$ cat src/rtl/jogo_pkg.sv
`default_nettype none
// ============================================================================
//  Package     : jogo_pkg
//  Description : Shared definitions for the memory-game control unit:
//                4-bit state codes shown on the hex display, the state
//                enumeration built on them, and the default timeout.
//  Revision    : 1.0 - initial release
// ============================================================================
package jogo_pkg;

    // Default number of cycles allowed in ESPERA before a timeout
    localparam int c_timeout_padrao = 5000;
    // Default timeout counter width (2**13 > 5000)
    localparam int c_tmo_w_padrao   = 13;

    // State codes as shown on the debug hex display
    localparam logic [3:0] c_cod_inicial    = 4'h0;
    localparam logic [3:0] c_cod_prepara    = 4'h1;
    localparam logic [3:0] c_cod_espera     = 4'h2;
    localparam logic [3:0] c_cod_registra   = 4'h4;
    localparam logic [3:0] c_cod_compara    = 4'h5;
    localparam logic [3:0] c_cod_proximo    = 4'h6;
    localparam logic [3:0] c_cod_fim_acerto = 4'hA;
    localparam logic [3:0] c_cod_fim_tmo    = 4'hD;
    localparam logic [3:0] c_cod_fim_erro   = 4'hE;

    typedef enum logic [3:0] {
        ST_INICIAL    = c_cod_inicial,
        ST_PREPARA    = c_cod_prepara,
        ST_ESPERA     = c_cod_espera,
        ST_REGISTRA   = c_cod_registra,
        ST_COMPARA    = c_cod_compara,
        ST_PROXIMO    = c_cod_proximo,
        ST_FIM_ACERTO = c_cod_fim_acerto,
        ST_FIM_TMO    = c_cod_fim_tmo,
        ST_FIM_ERRO   = c_cod_fim_erro
    } estado_t;

endpackage
`default_nettype wire

$ cat src/rtl/edge_detector.sv
`default_nettype none
// ============================================================================
//  Module      : edge_detector
//  Description : Rising-edge detector. Produces a one-cycle pulse on the
//                first cycle the input is high; a level held high for many
//                cycles gives exactly one pulse.
//  Revision    : 1.0 - initial release
// ============================================================================
module edge_detector (
    input  logic clock,
    input  logic reset,
    input  logic sinal,
    output logic pulso
);

    logic r_sinal_d;

    // Delay the input by one cycle so a rising edge can be recognised
    always_ff @(posedge clock or negedge reset) begin
        if (!reset) begin
            r_sinal_d <= 1'b0;
        end else begin
            r_sinal_d <= sinal;
        end
    end

    assign pulso = sinal & ~r_sinal_d;

endmodule
`default_nettype wire

$ cat src/rtl/unidade_controle_jogo.sv
`default_nettype none
// ============================================================================
//  Module      : unidade_controle_jogo
//  Description : Moore control unit of the memory game. Waits for iniciar,
//                clears the datapath, then for every key press registers
//                the play, compares it with memory and advances the address
//                counter, ending in hit, miss or timeout.
//  Revision    : 1.0 - initial release
// ============================================================================
module unidade_controle_jogo
    import jogo_pkg::*;
#(
    parameter int TIMEOUT = c_timeout_padrao,
    parameter int TMO_W   = c_tmo_w_padrao
) (
    input  logic       clock,
    input  logic       reset,
    input  logic       iniciar,
    input  logic       jogada,
    input  logic       igual,
    input  logic       fimC,
    output logic       zeraC,
    output logic       contaC,
    output logic       zeraR,
    output logic       registraR,
    output logic       acertou,
    output logic       errou,
    output logic       timeout,
    output logic       pronto,
    output logic [3:0] db_estado
);

    // Last counter value that still counts as "waiting"
    localparam logic [TMO_W-1:0] c_tmo_fim = TMO_W'(TIMEOUT - 1);
    // Saturation ceiling for the timeout counter
    localparam logic [TMO_W-1:0] c_tmo_max = '1;

    estado_t          r_estado;
    estado_t          w_proximo;
    logic [TMO_W-1:0] r_tmo_cnt;
    logic             w_pulso;

    // One pulse per key press, however long the key is held
    edge_detector u_detector_jogada (
        .clock (clock),
        .reset (reset),
        .sinal (jogada),
        .pulso (w_pulso)
    );

    // State register and wait-time counter (counts only while in ESPERA)
    always_ff @(posedge clock or negedge reset) begin
        if (!reset) begin
            r_estado  <= ST_INICIAL;
            r_tmo_cnt <= '0;
        end else begin
            r_estado <= w_proximo;
            if (r_estado != ST_ESPERA) begin
                r_tmo_cnt <= '0;
            end else if (r_tmo_cnt != c_tmo_max) begin
                r_tmo_cnt <= r_tmo_cnt + TMO_W'(1);
            end
        end
    end

    // Next-state logic; a key press wins over a simultaneous timeout
    always_comb begin
        w_proximo = ST_INICIAL;
        case (r_estado)
            ST_INICIAL: begin
                w_proximo = iniciar ? ST_PREPARA : ST_INICIAL;
            end
            ST_PREPARA: begin
                w_proximo = ST_ESPERA;
            end
            ST_ESPERA: begin
                if (w_pulso) begin
                    w_proximo = ST_REGISTRA;
                end else if (r_tmo_cnt == c_tmo_fim) begin
                    w_proximo = ST_FIM_TMO;
                end else begin
                    w_proximo = ST_ESPERA;
                end
            end
            ST_REGISTRA: begin
                w_proximo = ST_COMPARA;
            end
            ST_COMPARA: begin
                if (!igual) begin
                    w_proximo = ST_FIM_ERRO;
                end else if (fimC) begin
                    w_proximo = ST_FIM_ACERTO;
                end else begin
                    w_proximo = ST_PROXIMO;
                end
            end
            ST_PROXIMO: begin
                w_proximo = ST_ESPERA;
            end
            ST_FIM_ACERTO, ST_FIM_TMO, ST_FIM_ERRO: begin
                w_proximo = iniciar ? ST_PREPARA : r_estado;
            end
            default: begin
                w_proximo = ST_INICIAL;
            end
        endcase
    end

    // Moore outputs decoded from the state register only
    always_comb begin
        zeraC     = 1'b0;
        contaC    = 1'b0;
        zeraR     = 1'b0;
        registraR = 1'b0;
        acertou   = 1'b0;
        errou     = 1'b0;
        timeout   = 1'b0;
        pronto    = 1'b0;
        case (r_estado)
            ST_PREPARA: begin
                zeraC = 1'b1;
                zeraR = 1'b1;
            end
            ST_REGISTRA: begin
                registraR = 1'b1;
            end
            ST_PROXIMO: begin
                contaC = 1'b1;
            end
            ST_FIM_ACERTO: begin
                acertou = 1'b1;
                pronto  = 1'b1;
            end
            ST_FIM_ERRO: begin
                errou  = 1'b1;
                pronto = 1'b1;
            end
            ST_FIM_TMO: begin
                timeout = 1'b1;
                pronto  = 1'b1;
            end
            default: begin
                pronto = 1'b0;
            end
        endcase
    end

    assign db_estado = r_estado;

endmodule
`default_nettype wire

$ cat config.mk
export PLATFORM = sky130hd
export DESIGN_NAME = unidade_controle_jogo
export DESIGN_NICKNAME = d
export VERILOG_FILES = /design/src/rtl/jogo_pkg.sv /design/src/rtl/edge_detector.sv /design/src/rtl/unidade_controle_jogo.sv
export SDC_FILE = /design/constraint.sdc
export NUM_CORES = 1
export LEC_CHECK = 0
export ABC_AREA = 1
export CORE_MARGIN = 2
export CORE_UTILIZATION = 30
export DETAILED_ROUTE_END_ITERATION = 12
export PLACE_DENSITY_LB_ADDON = 0.2
export SYNTH_ARGS = -nofsm -noshare
export SYNTH_HDL_FRONTEND = slang
export SYNTH_SLANG_ARGS = --single-unit
export TNS_END_PERCENT = 5
$ cat constraint.sdc
create_clock -name clock -period 2.1 [get_ports clock]
set_input_delay 0.42 -clock clock [delete_from_list [all_inputs] [get_ports clock]]
set_output_delay 0.42 -clock clock [all_outputs]
set_load 0.05 [all_outputs]
==> parameters.txt <==
Parameter                              Value

Place
  Placed cell areas ... 1480 µm²
  Final Wtd Congestion ... 0.894
  Post-DP HPWL ... 2150 µm
  Port-buffer cells ... 17

Power
  PwrDens ... 923 nW/µm²
  Worst vdd rail ir drop ... 331 µV
  Static leakage power ... 0.789 nW
  Total power draw ... 1.42 mW

Routing
  DRC viols ... 0
  Via count ... 1,166
  DR vias/cell ... 4.82
  Detail-routed net length per standard cell ... 11.1 µm
  Drt first pass iters ... 4
  Detailed Route Iter0 Violations ... 67
  Antenna viol nets, final ... 0
  Detailed Route WL ... 2690 µm

Clock tree
  Post-CTS Setup Repair Bufs ... 0
  Number of buffers inserted for hold repair after clock tree synthesis ... 0
  Longest Clk Path Bufs ... 2
  Clk sinks ... 18
  Number of levels in the clock H-tree ... 1
  Clock slew at reported path FFs ... 0.07 ns
  CTS-repair resized insts ... 0
  Insertion delay to the later sink of the worst-skew pair ... 0.25 ns
  CTS Root Cell ... clkbuf_8
  Total CTS buffers ... 3
  CTS tree ... yes

Timing
  Fmax ... 503 MHz
  Total count of hold-check failures in the final report ... 0
  Worst-margin pin slew ... 0.490 ns
  Crit share post-route ... 0.946
  Slew Limit Headroom ... 0.673
  Worst hold slack across all endpoints ... 0.498 ns
  Shortest clock period the worst path allows after layout ... 1.99 ns
  Setup skew after layout ... 0.00311 ns
  Number of max-slew violations in the final report ... 0
  RSZ-0062 raised after global routing ... false
  Number of endpoints failing setup at the final stage ... 0

Floorplanning
  Placeable core area ... 3720 µm²
  Initial cell density of the core ... 0.316
  Horizontal die dimension ... 66.5 µm
  Die H ... 66.5 µm
  Row count ... 22
  Top-Level Pins ... 18
  Total die area ... 4430 µm²

Cells and area
  Cell area after layout ... 1540 µm²
  Antenna fix cells ... 0
  Commonest cells after routing, fill and taps aside ... 48 x nand2_1, 29 x nand3_1, 26 x inv_1
  Area added between synthesis and finish ... 31.0%
  Net count of the finished layout ... 202
  Most frequent standard cell in the layout excluding fill and tap cells ... nand2_1
  Share of cells above drive strength 1 ... 0.134
  Finished Core Util ... 0.414

Global route
  GRT Total Usage ... 0.146
  Total congestion overflow after global routing ... 0
  Antenna violations before repair ... 0
  Vias in the first global route ... 1,150
  Maximum number of pins on one net before global-route repair ... 19
  Wire length of the first global-routing pass ... 5060 µm

Worst setup path
  Crit path buffers/inverters ... 1
  Crit path required time ... 1.68 ns
  Start point of the critical path ... db_estado[1]
  Worst path top cell family by delay ... buffers and inverters
  Category of the worst setup path launch point ... flip-flop
  Kind of end point of the critical path ... primary output
  Crit-path slowest cell ... clkdlybuf4s50_1
  Critical path type ... flip-flop to primary output
  Worst-path cell chain ... clkdlybuf4s50_1
  Peak fanout along the critical path ... 7
  Maximum single-stage delay on the critical path ... 0.85 ns
  CP arrival ... 1.57 ns
  Reg-to-Reg Start ... r_tmo_cnt[0]

Run
  Max-cap violation count ... 0

Synth
  Number of warnings reported in the yosys synthesis log ... 0
  Post-Synthesis Cell Area ... 1170 µm²
  Seq/Total Area, Yosys ... 0.384
  Number of different library cells in the post-synthesis netlist ... 21
  Number of register bits inferred by synthesis ... 18
  Post-synthesis net count ... 181
  Average size of a mapped cell ... 6.74 µm²
  Cell count after synthesis ... 174

Hold path
  Kind of path behind the tightest hold check ... primary input to async pin

Run status
  Result of the run ... finished clean
==> stage by stage <==
step	TNS, ns	instances	setup WS, ns
after floorplan	-0.214	174	-0.198
after global placement	0	238	0.410
after detailed placement	0	238	0.384
after CTS	0	242	0.0990
after global routing	0	242	0.0531
final	0	242	0.113
==> path summary, 6_finish.rpt <==
| kind | endpoint | slack, ns | cells past startpoint |
|---|---|---|---|
| worst max register to register | r_tmo_cnt[0] | 0.46 | 7 |
| worst min-delay path | r_tmo_cnt[8] | 0.50 | 2 |
| min in group clock | r_tmo_cnt[1] | 0.58 | 2 |
| worst max-delay path | db_estado[1] | 0.11 | 1 |
| max in group asynchronous | r_tmo_cnt[11] | 1.40 | 2 |
| worst min register to register | r_tmo_cnt[1] | 0.58 | 2 |
==> where the power goes <==
part	switching, mW	leakage [nW]	internal (mW)
Sequential	0.0592	0.245	0.388
Clock	0.114	0.0288	0.167
Combinational	0.436	0.515	0.256
Total	0.609	0.789	0.811
==> synth_stat cells <==
| library cell | n | area share |
|---|---|---|
| o21bai_1 | 1 | 0.0064 |
| nor2_1 | 21 | 0.067 |
| inv_1 | 26 | 0.083 |
| a21oi_1 | 2 | 0.0085 |
| dfrtp_1 | 18 | 0.38 |
| inv_2 | 2 | 0.0064 |
| o21ai_2 | 1 | 0.0075 |
| o21a_1 | 1 | 0.0064 |
| ha_1 | 1 | 0.011 |
| nand3_2 | 1 | 0.0085 |
| buf_4 | 2 | 0.013 |
| nand3_1 | 29 | 0.12 |
| nand2_2 | 1 | 0.0053 |
| nor2_2 | 1 | 0.0053 |
| buf_6 | 1 | 0.0096 |
| nor2_4 | 3 | 0.029 |
| nor3_1 | 6 | 0.026 |
| nand2_1 | 48 | 0.15 |
| o21ai_0 | 5 | 0.021 |
| nand2_4 | 1 | 0.0096 |
| nand4_1 | 3 | 0.016 |
==> cell type report <==
type / instances / area [µm²]
multi-input cells: 125 / 602
fillers: 385 / 2180
inverters: 28 / 105
repair buffers: 19 / 265
well taps: 48 / 60.1
flip-flops and latches: 18 / 450
clock buffers: 4 / 55.1
==> cell families (layout without fill, tap and decap cells) <==
| kind of cell | Yosys count | after routing | share of synthesized area |
|---|---|---|---|
| simple gates | 114 | 114 | 0.444 |
| buf+inv | 31 | 51 | 0.112 |
| flops | 18 | 18 | 0.384 |
| compound gates | 10 | 10 | 0.0501 |
| fa+ha+maj | 1 | 1 | 0.0107 |
==> flip-flops by register name, indices dropped and copies added, names as in the netlist <==
signal,count
r_tmo_cnt,13
db_estado,4
u_detector_jogada.r_sinal_d,1
==> layer usage <==
layer / vias up / GRT usage / wire (µm)
met5: - / 0 / 0
li1: 589 / - / -
met4: 0 / 0.0281 / 35
met2: 32 / 0.246 / 1280
met1: 539 / 0.187 / 1230
met3: 6 / 0.0389 / 140
(Power assumes the default switching activity.)
